[config.mk]
export PLATFORM = sky130hd
export DESIGN_NAME = startup_sequencer
export DESIGN_NICKNAME = d
export VERILOG_FILES = /design/src/rtl/startup_pkg.sv /design/src/rtl/startup_reset_sync.sv /design/src/rtl/startup_sequencer.sv
export SDC_FILE = /design/constraint.sdc
export NUM_CORES = 1
export LEC_CHECK = 0
export CAP_MARGIN = 20
export CORE_MARGIN = 3
export CORE_UTILIZATION = 46
export CTS_CLUSTER_DIAMETER = 120
export DETAILED_ROUTE_END_ITERATION = 8
export HOLD_SLACK_MARGIN = 0.12
export PLACE_DENSITY = 0.76
export SLEW_MARGIN = 20
export SYNTH_ARGS = -nofsm -noshare
export SYNTH_HDL_FRONTEND = slang
export SYNTH_SLANG_ARGS = --single-unit
[constraint.sdc]
create_clock -name clk -period 5.9 [get_ports clk]
set_input_delay 1.18 -clock clk [delete_from_list [all_inputs] [get_ports clk]]
set_output_delay 1.18 -clock clk [all_outputs]
set_load 0.005 [all_outputs]
[src/rtl/startup_pkg.sv]
// Shared definitions for the power-up init sequencer: state encoding,
// output widths, parameter limits and a counter-width helper.
package startup_pkg;

  typedef logic [2:0] state_t;

  localparam state_t ST_SETTLE   = 3'd0;
  localparam state_t ST_WAIT_ACK = 3'd1;
  localparam state_t ST_GAP      = 3'd2;
  localparam state_t ST_DONE     = 3'd3;
  localparam state_t ST_FAULT    = 3'd4;

  localparam int RETRY_W = 8;

  localparam int SETTLE_MIN  = 1;
  localparam int SETTLE_MAX  = 65535;
  localparam int STEPS_MIN   = 1;
  localparam int STEPS_MAX   = 16;
  localparam int TIMEOUT_MIN = 1;
  localparam int TIMEOUT_MAX = 65535;
  localparam int RETRIES_MAX = 7;

  // Bits needed to hold 0..n-1, never less than one.
  function automatic int cnt_w(input int n);
    return (n > 1) ? $clog2(n) : 1;
  endfunction

endpackage

[src/rtl/startup_reset_sync.sv]
// Two-flop reset synchronizer: asserts asynchronously, releases on clk.
module startup_reset_sync (
  input  logic clk,
  input  logic nrst,
  output logic rst_n_sync
);

  logic r_meta;
  logic r_sync;

  always_ff @(posedge clk or negedge nrst) begin
    if (!nrst) begin
      r_meta <= 1'b0;
      r_sync <= 1'b0;
    end else begin
      r_meta <= 1'b1;
      r_sync <= r_meta;
    end
  end

  assign rst_n_sync = r_sync;

endmodule

[src/rtl/startup_sequencer.sv]
// Power-up init sequencer: settle, then one req/ack handshake per step with
// timeout/retry. Optional macro STARTUP_RESET_SYNC_EN adds a reset synchronizer.
module startup_sequencer
  import startup_pkg::*;
#(
  parameter  int SETTLE_CYCLES  = 16,
  parameter  int NUM_STEPS      = 4,
  parameter  int TIMEOUT_CYCLES = 1024,
  parameter  int MAX_RETRIES    = 2,
  localparam int IDX_W          = cnt_w(NUM_STEPS)
) (
  input  logic               clk,
  input  logic               nrst,
  input  logic               restart,
  input  logic               step_ack,
  output logic               step_req,
  output logic [IDX_W-1:0]   step_idx,
  output logic               ready,
  output logic               fault,
  output logic [RETRY_W-1:0] retry_total
);

  localparam int SET_W = cnt_w(SETTLE_CYCLES);
  localparam int TMO_W = cnt_w(TIMEOUT_CYCLES);
  localparam int RTY_W = cnt_w(MAX_RETRIES + 1);

  logic w_rst_n;

`ifdef STARTUP_RESET_SYNC_EN
  startup_reset_sync u_rst_sync (
    .clk        (clk),
    .nrst       (nrst),
    .rst_n_sync (w_rst_n)
  );
`else
  assign w_rst_n = nrst;
`endif

  state_t             r_state;
  logic [SET_W-1:0]   r_settle_cnt;
  logic [TMO_W-1:0]   r_timer;
  logic [RTY_W-1:0]   r_retry_cnt;
  logic               r_step_req;
  logic [IDX_W-1:0]   r_step_idx;
  logic               r_ready;
  logic               r_fault;
  logic [RETRY_W-1:0] r_retry_total;

  always_ff @(posedge clk or negedge w_rst_n) begin
    if (!w_rst_n) begin
      r_state       <= ST_SETTLE;
      r_settle_cnt  <= '0;
      r_timer       <= '0;
      r_retry_cnt   <= '0;
      r_step_req    <= 1'b0;
      r_step_idx    <= '0;
      r_ready       <= 1'b0;
      r_fault       <= 1'b0;
      r_retry_total <= '0;
    end else if (restart) begin
      r_state       <= ST_SETTLE;
      r_settle_cnt  <= '0;
      r_timer       <= '0;
      r_retry_cnt   <= '0;
      r_step_req    <= 1'b0;
      r_step_idx    <= '0;
      r_ready       <= 1'b0;
      r_fault       <= 1'b0;
      r_retry_total <= '0;
    end else begin
      case (r_state)
        ST_SETTLE: begin
          if (r_settle_cnt == SET_W'(SETTLE_CYCLES - 1)) begin
            r_state    <= ST_WAIT_ACK;
            r_step_req <= 1'b1;
            r_timer    <= '0;
          end else begin
            r_settle_cnt <= r_settle_cnt + 1'b1;
          end
        end
        ST_WAIT_ACK: begin
          // An ack arriving on the timeout edge still completes the step.
          if (step_ack) begin
            r_step_req  <= 1'b0;
            r_retry_cnt <= '0;
            if (r_step_idx == IDX_W'(NUM_STEPS - 1)) begin
              r_state <= ST_DONE;
              r_ready <= 1'b1;
            end else begin
              r_step_idx <= r_step_idx + 1'b1;
              r_state    <= ST_GAP;
            end
          end else if (r_timer == TMO_W'(TIMEOUT_CYCLES - 1)) begin
            r_step_req <= 1'b0;
            if (r_retry_cnt == RTY_W'(MAX_RETRIES)) begin
              r_state <= ST_FAULT;
              r_fault <= 1'b1;
            end else begin
              r_retry_cnt <= r_retry_cnt + 1'b1;
              if (r_retry_total != '1)
                r_retry_total <= r_retry_total + 1'b1;
              r_state <= ST_GAP;
            end
          end else begin
            r_timer <= r_timer + 1'b1;
          end
        end
        ST_GAP: begin
          r_step_req <= 1'b1;
          r_timer    <= '0;
          r_state    <= ST_WAIT_ACK;
        end
        ST_DONE, ST_FAULT: begin
          r_step_req <= 1'b0;
        end
        default: begin
          r_state    <= ST_SETTLE;
          r_step_req <= 1'b0;
        end
      endcase
    end
  end

  assign step_req    = r_step_req;
  assign step_idx    = r_step_idx;
  assign ready       = r_ready;
  assign fault       = r_fault;
  assign retry_total = r_retry_total;

endmodule

==> qor.json, run 1 <==
{
  "vdd_drop_max_mv": 0.164,
  "clock_network_power_share_pct": 38.0,
  "comb_power_share_pct": 13.0,
  "first_iter_violations": 97,
  "setup_crit_path_kind": "input port to register",
  "area_growth_pct": 14.6,
  "fp.dieW_um": 70.1,
  "slew_headroom_pct": 31.1,
  "synth.yosys.warnings": 0,
  "timing.final.max_slew_violations": 0,
  "synth_top_flop_cell": "sky130_fd_sc_hd__dfrtp_1",
  "cts_made_buffers": 5,
  "clock_insertion_delay_at_the_later_pin_of_the_skew_report_ns": 0.29,
  "globalplace.congestion": 0.903,
  "number_of_design_rule_violations_left_after_detail_routing": 0,
  "synth_edf_count": 0,
  "p_sw_share_pct": 26.6,
  "post-place-cells": 260,
  "final_layout_size_suffix_gt1_share_pct": 8.68,
  "via_count_of_the_first_global_routing_pass": 1501,
  "tritoncts": "yes",
  "layout.nets": 228,
  "finalPower_uw": 486,
  "synth.net_count": 216,
  "maximum_root_to_sink_buffer_count": 2,
  "power_per_cell_area_mw_per_mm2": 224,
  "antennaDiodeCount": 0,
  "crit_required_ns": 6.10,
  "net-switching-power_uw": 129,
  "dp_slack_ns": 2.15,
  "drt_pass1_iterations": 4,
  "wl_per_cell_um": 15.3,
  "synth_area_per_cell_um2": 9.12,
  "startpoint_type": "input port",
  "skew_ns": 0.00402,
  "register_cell_area_after_layout_um2": 801,
  "root_buffer": "sky130_fd_sc_hd__clkbuf_8",
  "postRouteWirelength_um": 4090,
  "final.fill_count": 343,
  "ys_async_sr_fraction_pct": 100,
  "min_period_over_period_pct": 58.2,
  "layoutNonFillerInstCount": 267,
  "final_hold_viol_count": 0,
  "synth_top_cell_area_share_pct": 42.4,
  "routed-via-count": 1626,
  "antenna_violating_nets_remaining": 0,
  "path_max_fanout": 29,
  "postSynthRegisterBits": 32,
  "fp.dieH_um": 70.1,
  "effective_utilization_at_floorplan_pct": 49.7,
  "multiInputGateArea_mm2": 0.00101,
  "final_period_minus_worst_setup_slack_ns": 3.43,
  "run_status": "completed",
  "setup.worst_path.end_class": "register",
  "grt_antenna_before_repair": 0,
  "buffer_ports.inserted": 16,
  "cell_internal_pwr_uw": 357,
  "drv.max_cap_violation_count": 0,
  "coreArea_mm2": 0.00380,
  "die-area_mm2": 0.00491,
  "hpwl_um": 2690,
  "netlist_top_cells_area": "sky130_fd_sc_hd__dfrtp_1 (42%), sky130_fd_sc_hd__nand3_1 (4.0%), sky130_fd_sc_hd__ha_1 (3.3%)",
  "netlist-cell-type-count": 46,
  "grt_setup_unrepaired": "false",
  "grt_first_pass_wirelength_um": 7110,
  "pwr-share-seq_pct": 49.0,
  "cts_sinks": 32,
  "ctsResizeCount": 0,
  "p_leak_nw": 0.829,
  "synth_cells": 207,
  "mappedNetlistArea_mm2": 0.00189,
  "grt_max_degree": 33,
  "gr-usage-all-layers_pct": 17.8,
  "global_route.overflow_total": 0,
  "fin_ws_ns": 2.47,
  "number_of_setup_violations_in_the_final_report": 0,
  "hp-class": "register to register",
  "via_per_inst": 6.09,
  "worst_pin_slew_ns": 1.03,
  "cts.htree.levels": 2,
  "cts.clk_slew.worst_paths_ns": 0.07,
  "synth_largest_area_cell": "sky130_fd_sc_hd__dfrtp_1",
  "cts_hold_repair.buffers": 0,
  "worstPathArrival_ns": 3.63,
  "achievable-frequency_mhz": 291,
  "rows": 22,
  "ports_placed_on_the_boundary": 17,
  "synth.yosys.seq_area_share_pct": 42.4,
  "post_cts.repair.setup_buffers": 0,
  "totalNegativeSetupSlack_ns": 0
}
[metal layers]
metal / vias up / GRT usage [%] / routed length [um]
met5: - / 0 / 0
met2: 41 / 26.5 / 1950
met1: 772 / 24.8 / 1890
li1: 806 / - / -
met4: 0 / 7.23 / 67
met3: 7 / 4.03 / 181
[power groups by stage]
stage	clock [mW]	sequential (mW)	combinational, mW
after detailed placement	0	0.242	0.0637
after CTS	0.188	0.238	0.0640
final	0.185	0.238	0.0633
after global placement	0	0.242	0.0620
after floorplan	0	0.238	0.0466
after global routing	0.198	0.239	0.0726
[final timing paths]
| path | from | end | slack [ns] | cells after the start |
|---|---|---|---|---|
| worst min-delay path | fault | fault | 0.49 | 1 |
| worst min register to register | fault | fault | 0.49 | 1 |
| min in group asynchronous | nrst | r_retry_cnt[0] | 1.30 | 2 |
| worst max register to register | r_timer[0] | r_retry_cnt[1] | 3.44 | 5 |
| worst max-delay path | restart | r_timer[3] | 2.47 | 5 |
| max in group asynchronous | nrst | r_settle_cnt[2] | 4.31 | 2 |
[synthesized netlist by cell type (2+ instances only)]
| cell type | count |
|---|---|
| sky130_fd_sc_hd__o31ai_1 | 7 |
| sky130_fd_sc_hd__nor3_1 | 7 |
| sky130_fd_sc_hd__and3_1 | 3 |
| sky130_fd_sc_hd__nor4b_1 | 2 |
| sky130_fd_sc_hd__or3_1 | 6 |
| sky130_fd_sc_hd__o311ai_0 | 4 |
| sky130_fd_sc_hd__nand4_1 | 4 |
| sky130_fd_sc_hd__dfrtp_1 | 32 |
| sky130_fd_sc_hd__nor4_2 | 2 |
| sky130_fd_sc_hd__nor2_1 | 14 |
| sky130_fd_sc_hd__clkbuf_1 | 10 |
| sky130_fd_sc_hd__o21ai_0 | 10 |
| sky130_fd_sc_hd__nand3_1 | 15 |
| sky130_fd_sc_hd__or4_1 | 5 |
| sky130_fd_sc_hd__nand3b_1 | 3 |
| sky130_fd_sc_hd__ha_1 | 5 |
| sky130_fd_sc_hd__nand2_1 | 15 |
| sky130_fd_sc_hd__xor2_1 | 4 |
| sky130_fd_sc_hd__nor2b_1 | 3 |
| sky130_fd_sc_hd__a311oi_1 | 2 |
| sky130_fd_sc_hd__buf_6 | 2 |
| sky130_fd_sc_hd__inv_1 | 6 |
| sky130_fd_sc_hd__a31oi_1 | 3 |
| sky130_fd_sc_hd__a21oi_1 | 12 |
| sky130_fd_sc_hd__mux2i_1 | 2 |
| sky130_fd_sc_hd__nor4_1 | 5 |
| sky130_fd_sc_hd__o211ai_1 | 4 |
| sky130_fd_sc_hd__mux2_2 | 2 |
[flip-flops by register name, indices dropped and copies added, names as in the netlist]
name	count
r_retry_cnt	2
r_settle_cnt	4
step_idx	2
retry_total	8
ready	1
fault	1
step_req	1
r_state	3
r_timer	10
[placed cells by master (no fill, tap or decap), drive strengths merged, types with 7 or more instances in the layout]
cell type / netlist / layout
dfrtp: 32 / 32
nor3: 7 / 7
nand2: 15 / 15
a21oi: 12 / 12
nor2: 14 / 14
o21ai: 10 / 10
clkbuf: 10 / 7
clkdlybuf4s50: 0 / 16
nand3: 15 / 15
nor4: 7 / 7
o31ai: 7 / 7
[cell families after synthesis]
family                     after synthesis  synth area share [%]
muxes                                    4                  2.25
buffers and inverters                   20                  4.84
AOI/OAI and AO/OA                       51                  18.0
DFF                                     32                  42.4
xor gates and xnor gates                 4                  1.86
and+or+nand+nor                         91                  27.4
adders and majority gates                5                  3.31
[cell type report]
type                    count  area share (%)
well taps                  48            2.77
repair buffers             18            8.09
clock buffers               7            4.45
flip-flops and latches     32            37.0
multi-input cells         155            46.5
inverters                   7            1.21
[critical path, stage by stage]
cell	delay (ns)
sky130_fd_sc_hd__clkdlybuf4s50_1	0.94
sky130_fd_sc_hd__or4b_2	0.90
sky130_fd_sc_hd__nor2_1	0.23
sky130_fd_sc_hd__nand2_1	0.14
sky130_fd_sc_hd__o31ai_1	0.24
[metrics by stage]
step	hold slack, ns	utilization [%]	area (um2)
final	0.495	57.0	2160
after global routing	0.508	57.0	2160
after CTS	0.498	56.7	2150
after detailed placement	0.483	54.2	2060
after global placement	0.474	54.2	2060
after floorplan	0.483	-	1890
Note: power is estimated with default switching activity, not from simulation.
==> run 2, diff against run 1 <==
==> constraint.sdc (replaced) <==
create_clock -name clk -period 3.37 [get_ports clk]
set_input_delay 0.674 -clock clk [delete_from_list [all_inputs] [get_ports clk]]
set_output_delay 0.674 -clock clk [all_outputs]
set_load 0.005 [all_outputs]
==> qor.json, run 2 (same netlist as run 1, synthesis figures left out) <==
{
  "run_status": "completed",
  "globalplace.congestion": {"value": 0.854, "change": "-5.4%"},
  "effective_utilization_at_floorplan": {"value": 49.7, "unit": "%", "change": "unchanged"},
  "skew": {"value": 0.00760, "unit": "ns", "change": "+0.00358 ns"},
  "startpoint_type": "register",
  "critical_path.slowest_cell": "sky130_fd_sc_hd__or4_4",
  "fp.dieW": {"value": 70.1, "unit": "um", "change": "unchanged"},
  "mostFrequentLayoutCells": "sky130_fd_sc_hd__dfrtp_1 (32), sky130_fd_sc_hd__clkdlybuf4s50_1 (16), sky130_fd_sc_hd__nand2_1 (15), sky130_fd_sc_hd__nand3_1 (15), sky130_fd_sc_hd__nor2_1 (14)",
  "worst_pin_slew": {"value": 0.711, "unit": "ns", "change": "-0.318 ns"},
  "via_count_of_the_first_global_routing_pass": {"value": 1562, "change": "+4.1%"},
  "critical_path_buf_inv_count": {"value": 0, "change": "-1"},
  "global_route.overflow_total": {"value": 0, "change": "unchanged"},
  "hpwl": {"value": 2680, "unit": "um", "change": "-0.43%"},
  "min_period_over_period_pct": 71.7,
  "layout.nets": {"value": 232, "change": "+1.8%"},
  "totalNegativeSetupSlack": {"value": 0, "unit": "ns", "change": "unchanged"},
  "root_buffer": "sky130_fd_sc_hd__clkbuf_8",
  "cts_hold_repair.buffers": {"value": 0, "change": "unchanged"},
  "maximum_root_to_sink_buffer_count": {"value": 2, "change": "unchanged"},
  "mostFrequentLayoutCell": "sky130_fd_sc_hd__dfrtp_1",
  "largest_stage_delay_on_the_critical_path": {"value": 0.58, "unit": "ns", "change": "-0.36 ns"},
  "final_core_util": {"value": 57.4, "unit": "%", "change": "+0.43 points"},
  "routed-via-count": {"value": 1630, "change": "+0.25%"},
  "grt_max_degree": {"value": 33, "change": "unchanged"},
  "buffer_ports.inserted": {"value": 16, "change": "unchanged"},
  "final.fill_count": {"value": 347, "change": "+1.2%"},
  "cell_internal_pwr": {"value": 607, "unit": "uW", "change": "+70%"},
  "antennaDiodeCount": {"value": 0, "change": "unchanged"},
  "path_max_fanout": {"value": 14, "change": "-52%"},
  "crit_required": {"value": 3.53, "unit": "ns", "change": "-2.57 ns"},
  "timing.final.max_slew_violations": {"value": 0, "change": "unchanged"},
  "grt_first_pass_wirelength": {"value": 6900, "unit": "um", "change": "-2.9%"},
  "hp-class": "register to register",
  "gr-usage-all-layers": {"value": 17.2, "unit": "%", "change": "-0.60 points"},
  "antenna_violating_nets_remaining": {"value": 0, "change": "unchanged"},
  "wl_per_cell": {"value": 14.4, "unit": "um", "change": "-5.7%"},
  "net-switching-power": {"value": 222, "unit": "uW", "change": "+72%"},
  "tritoncts": "yes",
  "setup.worst_path.end_class": "register",
  "vdd_drop_max": {"value": 0.296, "unit": "mV", "change": "+81%"},
  "post_cts.repair.setup_buffers": {"value": 0, "change": "unchanged"},
  "ctsResizeCount": {"value": 0, "change": "unchanged"},
  "comb_power_share": {"value": 13.4, "unit": "%", "change": "+0.4 points"},
  "area_growth_pct": 15.5,
  "ports_placed_on_the_boundary": {"value": 17, "change": "unchanged"},
  "clock_network_power_share": {"value": 36.3, "unit": "%", "change": "-1.7 points"},
  "grt_antenna_before_repair": {"value": 0, "change": "unchanged"},
  "drt_pass1_iterations": {"value": 5, "change": "+1"},
  "largest_register_ffs": {"value": 10, "change": "unchanged"},
  "largest-register": "r_timer",
  "clock_insertion_delay_at_the_later_pin_of_the_skew_report": {"value": 0.28, "unit": "ns", "change": "about the same"},
  "multiInputGateArea": {"value": 996, "unit": "um2", "change": "-0.99%"},
  "achievable-frequency_mhz": 414,
  "p_sw_share": {"value": 26.8, "unit": "%", "change": "+0.19 points"},
  "critical_path.top_delay_family": "simple AND/OR/NAND/NOR gates",
  "cts_made_buffers": {"value": 5, "change": "unchanged"},
  "postRouteWirelength": {"value": 3930, "unit": "um", "change": "-3.9%"},
  "number_of_design_rule_violations_left_after_detail_routing": {"value": 0, "change": "unchanged"},
  "rows": {"value": 22, "change": "unchanged"},
  "number_of_setup_violations_in_the_final_report": {"value": 0, "change": "unchanged"},
  "p_leak": {"value": 0.850, "unit": "nW", "change": "+2.5%"},
  "cts.htree.levels": {"value": 2, "change": "unchanged"},
  "die-area": {"value": 0.00491, "unit": "mm2", "change": "unchanged"},
  "worstPathArrival": {"value": 2.58, "unit": "ns", "change": "-1.05 ns"},
  "final_period_minus_worst_setup_slack_ns": 2.42,
  "cell_by_cell_trace_of_the_critical_path": "or3b_4, or4_4, nor4_2, mux2_2",
  "grt_setup_unrepaired": "false",
  "cts.clk_slew.worst_paths": {"value": 0.06, "unit": "ns", "change": "about the same"},
  "register_cell_area_after_layout": {"value": 801, "unit": "um2", "change": "unchanged"},
  "fp.dieH": {"value": 70.1, "unit": "um", "change": "unchanged"},
  "setup_crit_path_kind": "register to register",
  "slew_headroom": {"value": 51.9, "unit": "%", "change": "+21 points"},
  "final_hold_viol_count": {"value": 0, "change": "unchanged"},
  "cts_sinks": {"value": 32, "change": "unchanged"},
  "via_per_inst": {"value": 5.99, "change": "-1.6%"},
  "drv.max_cap_violation_count": {"value": 0, "change": "unchanged"},
  "power_per_cell_area": {"value": 380, "unit": "mW/mm2", "change": "+69%"},
  "pwr-share-seq": {"value": 50.3, "unit": "%", "change": "+1.3 points"},
  "first_iter_violations": {"value": 102, "change": "+5.2%"},
  "final_layout_size_suffix_gt1_share": {"value": 9.82, "unit": "%", "change": "+1.1 points"},
  "coreArea": {"value": 0.00380, "unit": "mm2", "change": "unchanged"}
}
==> run 2: changes by cell type in the layout (fill, tap and decap cells not counted) <==
cell,previous run,this run
sky130_fd_sc_hd__buf_4,2,6
sky130_fd_sc_hd__clkinv_2,0,2
sky130_fd_sc_hd__nor3_1,5,7
sky130_fd_sc_hd__nor3_2,2,0
sky130_fd_sc_hd__clkbuf_8,7,6
==> run 2: cell type report <==
type / count / share of cell area, %
tap: 48 / 2.75
clock inverter: 2 / 0.459
timing repair buffer: 22 / 9.41
inverter: 7 / 1.20
multi-input combinational: 155 / 45.7
sequential: 32 / 36.7
clock buffer: 6 / 3.79
==> run 2: path summary, 6_finish.rpt <==
kind,startpoint,depth (start not counted),slack (ns),end
worst max-delay path,r_state[0],4,0.95,retry_total[7]
worst min-delay path,fault,1,0.49,fault
worst max register to register,r_state[0],4,0.95,retry_total[7]
worst min register to register,fault,1,0.49,fault
max in group asynchronous,nrst,2,2.28,r_settle_cnt[1]
min in group asynchronous,nrst,2,0.80,retry_total[3]
==> run 2: worst reg2reg max path: stages (launching register included) <==
cell,delay (ns)
sky130_fd_sc_hd__dfrtp_1,0.55
sky130_fd_sc_hd__or3b_4,0.51
sky130_fd_sc_hd__or4_4,0.58
sky130_fd_sc_hd__nor4_2,0.29
sky130_fd_sc_hd__mux2_2,0.37
==> run 2: stage by stage <==
stage | worst slack [ns] | hold WS [ns] | area, um2 | total power, mW | std cells
floorplan | 1.16 | 0.378 | 1890 | 0.498 | 207
global placement | 0.779 | 0.473 | 2090 | 0.534 | 264
detailed placement | 0.741 | 0.483 | 2090 | 0.535 | 264
CTS | 0.947 | 0.497 | 2180 | 0.838 | 272
global route | 0.775 | 0.509 | 2180 | 0.873 | 272
finish | 0.954 | 0.490 | 2180 | 0.829 | 272
==> run 2: power by group through the flow <==
stage | combinational (mW) | clock, mW | sequential (mW)
after floorplan | 0.0817 | 0 | 0.416
after global placement | 0.111 | 0 | 0.423
after detailed placement | 0.111 | 0 | 0.424
after CTS | 0.112 | 0.309 | 0.417
after global routing | 0.124 | 0.329 | 0.420
final | 0.111 | 0.301 | 0.417
==> run 2: per-layer routing <==
| metal | GRT usage (%) | vias to the layer above | wire [um] |
|---|---|---|---|
| li1 | - | 813 | - |
| met1 | 23.8 | 777 | 1910 |
| met2 | 25.9 | 38 | 1810 |
| met3 | 3.88 | 2 | 183 |
| met4 | 6.81 | 0 | 27 |
| met5 | 0 | - | 0 |
==> run 3, diff against run 2 <==
--- a/config.mk
+++ b/config.mk
@@ -11,7 +11,7 @@
 export CTS_CLUSTER_DIAMETER = 120
 export DETAILED_ROUTE_END_ITERATION = 8
 export HOLD_SLACK_MARGIN = 0.12
-export PLACE_DENSITY = 0.76
+export PLACE_DENSITY = 0.79
 export SLEW_MARGIN = 20
 export SYNTH_ARGS = -nofsm -noshare
 export SYNTH_HDL_FRONTEND = slang
==> constraint.sdc (replaced) <==
create_clock -name clk -period 2.1 [get_ports clk]
set_input_delay 0.42 -clock clk [delete_from_list [all_inputs] [get_ports clk]]
set_output_delay 0.42 -clock clk [all_outputs]
set_load 0.005 [all_outputs]
==> qor.json, run 3 (same netlist as run 1, synthesis figures left out) <==
{
  "final.fill_count": {"value": 327, "change": "-5.8%"},
  "finalPower": {"value": 1.37, "unit": "mW", "change": "+65%"},
  "cts.clk_slew.worst_paths": {"value": 0.07, "unit": "ns", "change": "about the same"},
  "ports_placed_on_the_boundary": {"value": 17, "change": "unchanged"},
  "largest_register_ffs": {"value": 10, "change": "unchanged"},
  "mostFrequentLayoutCell": "sky130_fd_sc_hd__buf_4",
  "fin_ws": {"value": -0.0121, "unit": "ns", "change": "-0.966 ns"},
  "setup.worst_path.end_class": "register",
  "hp-class": "register to register",
  "postRouteWirelength": {"value": 4940, "unit": "um", "change": "+26%"},
  "dp_slack": {"value": -0.360, "unit": "ns", "change": "-1.10 ns"},
  "via_count_of_the_first_global_routing_pass": {"value": 1837, "change": "+18%"},
  "root_buffer": "sky130_fd_sc_hd__clkbuf_8",
  "startpoint_type": "register",
  "grt_setup_unrepaired": "true",
  "reg2reg_from": "r_retry_cnt[1]",
  "globalplace.congestion": {"value": 0.836, "change": "-2.2%"},
  "worstHoldPathCells": {"value": 1, "change": "unchanged"},
  "cts_made_buffers": {"value": 5, "change": "unchanged"},
  "final_layout_size_suffix_gt1_share": {"value": 25.1, "unit": "%", "change": "+15 points"},
  "min_period_over_period": {"value": 101, "unit": "%", "change": "+29 points"},
  "cts_sinks": {"value": 32, "change": "unchanged"},
  "final_core_util": {"value": 65.9, "unit": "%", "change": "+8.5 points"},
  "run_status": "finished, violations left",
  "gr-usage-all-layers": {"value": 20.1, "unit": "%", "change": "+2.9 points"},
  "slew_headroom": {"value": 64.4, "unit": "%", "change": "+13 points"},
  "effective_utilization_at_floorplan": {"value": 49.7, "unit": "%", "change": "unchanged"},
  "global_route.overflow_total": {"value": 0, "change": "unchanged"},
  "drt_pass1_iterations": {"value": 4, "change": "-1"},
  "die-area": {"value": 0.00491, "unit": "mm2", "change": "unchanged"},
  "achievable-frequency": {"value": 473, "unit": "MHz", "change": "+14%"},
  "drv.max_cap_violation_count": {"value": 0, "change": "unchanged"},
  "totalNegativeSetupSlack": {"value": -0.0121, "unit": "ns", "change": "-0.0121 ns"},
  "first_iter_violations": {"value": 92, "change": "-9.8%"},
  "final_hold_viol_count": {"value": 0, "change": "unchanged"},
  "path_max_fanout": {"value": 6, "change": "-8"},
  "worst_pin_slew": {"value": 0.533, "unit": "ns", "change": "-0.179 ns"},
  "power_per_cell_area": {"value": 548, "unit": "mW/mm2", "change": "+44%"},
  "mostFrequentLayoutCells": "sky130_fd_sc_hd__buf_4 (35), sky130_fd_sc_hd__dfrtp_1 (32), sky130_fd_sc_hd__nand2_1 (15), sky130_fd_sc_hd__clkdlybuf4s50_1 (15)",
  "via_per_inst": {"value": 6.02, "change": "+0.40%"},
  "clock_insertion_delay_at_the_later_pin_of_the_skew_report": {"value": 0.29, "unit": "ns", "change": "about the same"},
  "antenna_violating_nets_remaining": {"value": 0, "change": "unchanged"},
  "number_of_design_rule_violations_left_after_detail_routing": {"value": 0, "change": "unchanged"},
  "holdPathEnd": "fault",
  "post-route-cell-area": {"value": 0.00250, "unit": "mm2", "change": "+15%"},
  "cts.htree.levels": {"value": 2, "change": "unchanged"},
  "hpwl": {"value": 3110, "unit": "um", "change": "+16%"},
  "final_period_minus_worst_setup_slack": {"value": 2.11, "unit": "ns", "change": "-0.304 ns"},
  "largest-register": "r_timer",
  "crit_required": {"value": 2.32, "unit": "ns", "change": "-1.21 ns"},
  "number_of_setup_violations_in_the_final_report": {"value": 1, "change": "+1"},
  "maximum_root_to_sink_buffer_count": {"value": 2, "change": "unchanged"},
  "skew": {"value": 0.00571, "unit": "ns", "change": "-0.00189 ns"},
  "tritoncts": "yes",
  "fp.dieW": {"value": 70.1, "unit": "um", "change": "unchanged"},
  "timing.final.max_slew_violations": {"value": 0, "change": "unchanged"},
  "hold_path.startpoint": "fault",
  "setup_crit_path_kind": "register to register",
  "r2r_slack": {"value": -0.01, "unit": "ns", "change": "-0.97 ns"},
  "fp.dieH": {"value": 70.1, "unit": "um", "change": "unchanged"},
  "p_leak": {"value": 1.02, "unit": "nW", "change": "+20%"},
  "routed-via-count": {"value": 1823, "change": "+12%"},
  "placedInstanceArea": {"value": 0.00229, "unit": "mm2", "change": "+9.6%"},
  "rows": {"value": 22, "change": "unchanged"},
  "buffer_ports.inserted": {"value": 16, "change": "unchanged"},
  "wl_per_cell": {"value": 16.3, "unit": "um", "change": "+13%"},
  "violations": "negative setup slack",
  "r2r_end": "retry_total[4]",
  "worstPathArrival": {"value": 2.33, "unit": "ns", "change": "-0.25 ns"},
  "worst_r2r_path_depth": {"value": 6, "change": "+2"},
  "grt_first_pass_wirelength": {"value": 7940, "unit": "um", "change": "+15%"},
  "vdd_drop_max": {"value": 0.454, "unit": "mV", "change": "+53%"},
  "antennaDiodeCount": {"value": 0, "change": "unchanged"},
  "grt_antenna_before_repair": {"value": 0, "change": "unchanged"},
  "coreArea": {"value": 0.00380, "unit": "mm2", "change": "unchanged"},
  "area_growth_pct": 32.6,
  "grt_max_degree": {"value": 33, "change": "unchanged"},
  "layout.nets": {"value": 263, "change": "+13%"}
}
-- run 3: changes by cell type in the layout (fill, tap and decap cells not counted), moves of 2 or more --
cell | before | now
sky130_fd_sc_hd__buf_4 | 6 | 35
sky130_fd_sc_hd__buf_6 | 0 | 2
sky130_fd_sc_hd__ha_1 | 5 | 3
sky130_fd_sc_hd__or4_1 | 5 | 3
sky130_fd_sc_hd__or4_4 | 1 | 3
-- run 3: worst max path at each step --
stage	start	to	slack [ns]	depth (start not counted)
after floorplan	r_state[1]	retry_total[5]	-0.07	6
after global placement	step_ack	retry_total[5]	-0.31	5
after detailed placement	step_ack	retry_total[5]	-0.36	5
after CTS	r_state[1]	retry_total[4]	0.009	5
after global routing	r_retry_cnt[0]	retry_total[4]	-0.05	7
final	r_retry_cnt[1]	retry_total[4]	-0.01	6
-- run 3: routing by layer --
metal | GRT usage, % | wire length [um] | up-vias
met5 | 0 | 0 | -
met3 | 5.18 | 274 | 6
met4 | 9.79 | 70 | 0
li1 | - | - | 882
met1 | 23.2 | 2090 | 869
met2 | 34.5 | 2510 | 66
-- run 3: what timing repair did --
item / CTS / global route
hold buffers: 0 / 0
gates resized for setup: 2 / 14
setup endpoints to repair: 3 / 5
buffers inserted: 4 / 1
hold endpoints to repair: 0 / 0
pin swaps: 4 / 7
-- run 3: where the power goes --
part / total, mW / internal (mW) / switching (mW)
clock network: 0.498 / 0.261 / 0.236
logic: 0.214 / 0.0898 / 0.124
registers: 0.659 / 0.640 / 0.0193
total: 1.37 / 0.991 / 0.380
-- run 3: critical path, stage by stage (launching register included) --
cell and delay (ns):
sky130_fd_sc_hd__dfrtp_1 0.41, sky130_fd_sc_hd__ha_4 0.17, sky130_fd_sc_hd__nand4bb_4 0.20, sky130_fd_sc_hd__or4_4 0.57, sky130_fd_sc_hd__buf_6 0.16, sky130_fd_sc_hd__or4_4 0.41, sky130_fd_sc_hd__a21oi_2 0.14
-- run 3: final cells by class --
type	count	area, um2	share of cell area, %
Clock buffer	6	82.6	3.30
Clock inverter	2	10.0	0.400
Inverter	7	26.3	1.05
Multi-Input combinational cell	155	1080	43.0
Sequential cell	32	801	32.0
Tap cell	48	60.1	2.40
Timing Repair Buffer	53	448	17.9
-- run 3: through the flow --
step	cells	hold WS, ns
after floorplan	207	0.124
after global placement	290	0.487
after detailed placement	290	0.487
after CTS	302	0.502
after global routing	303	0.526
final	303	0.494
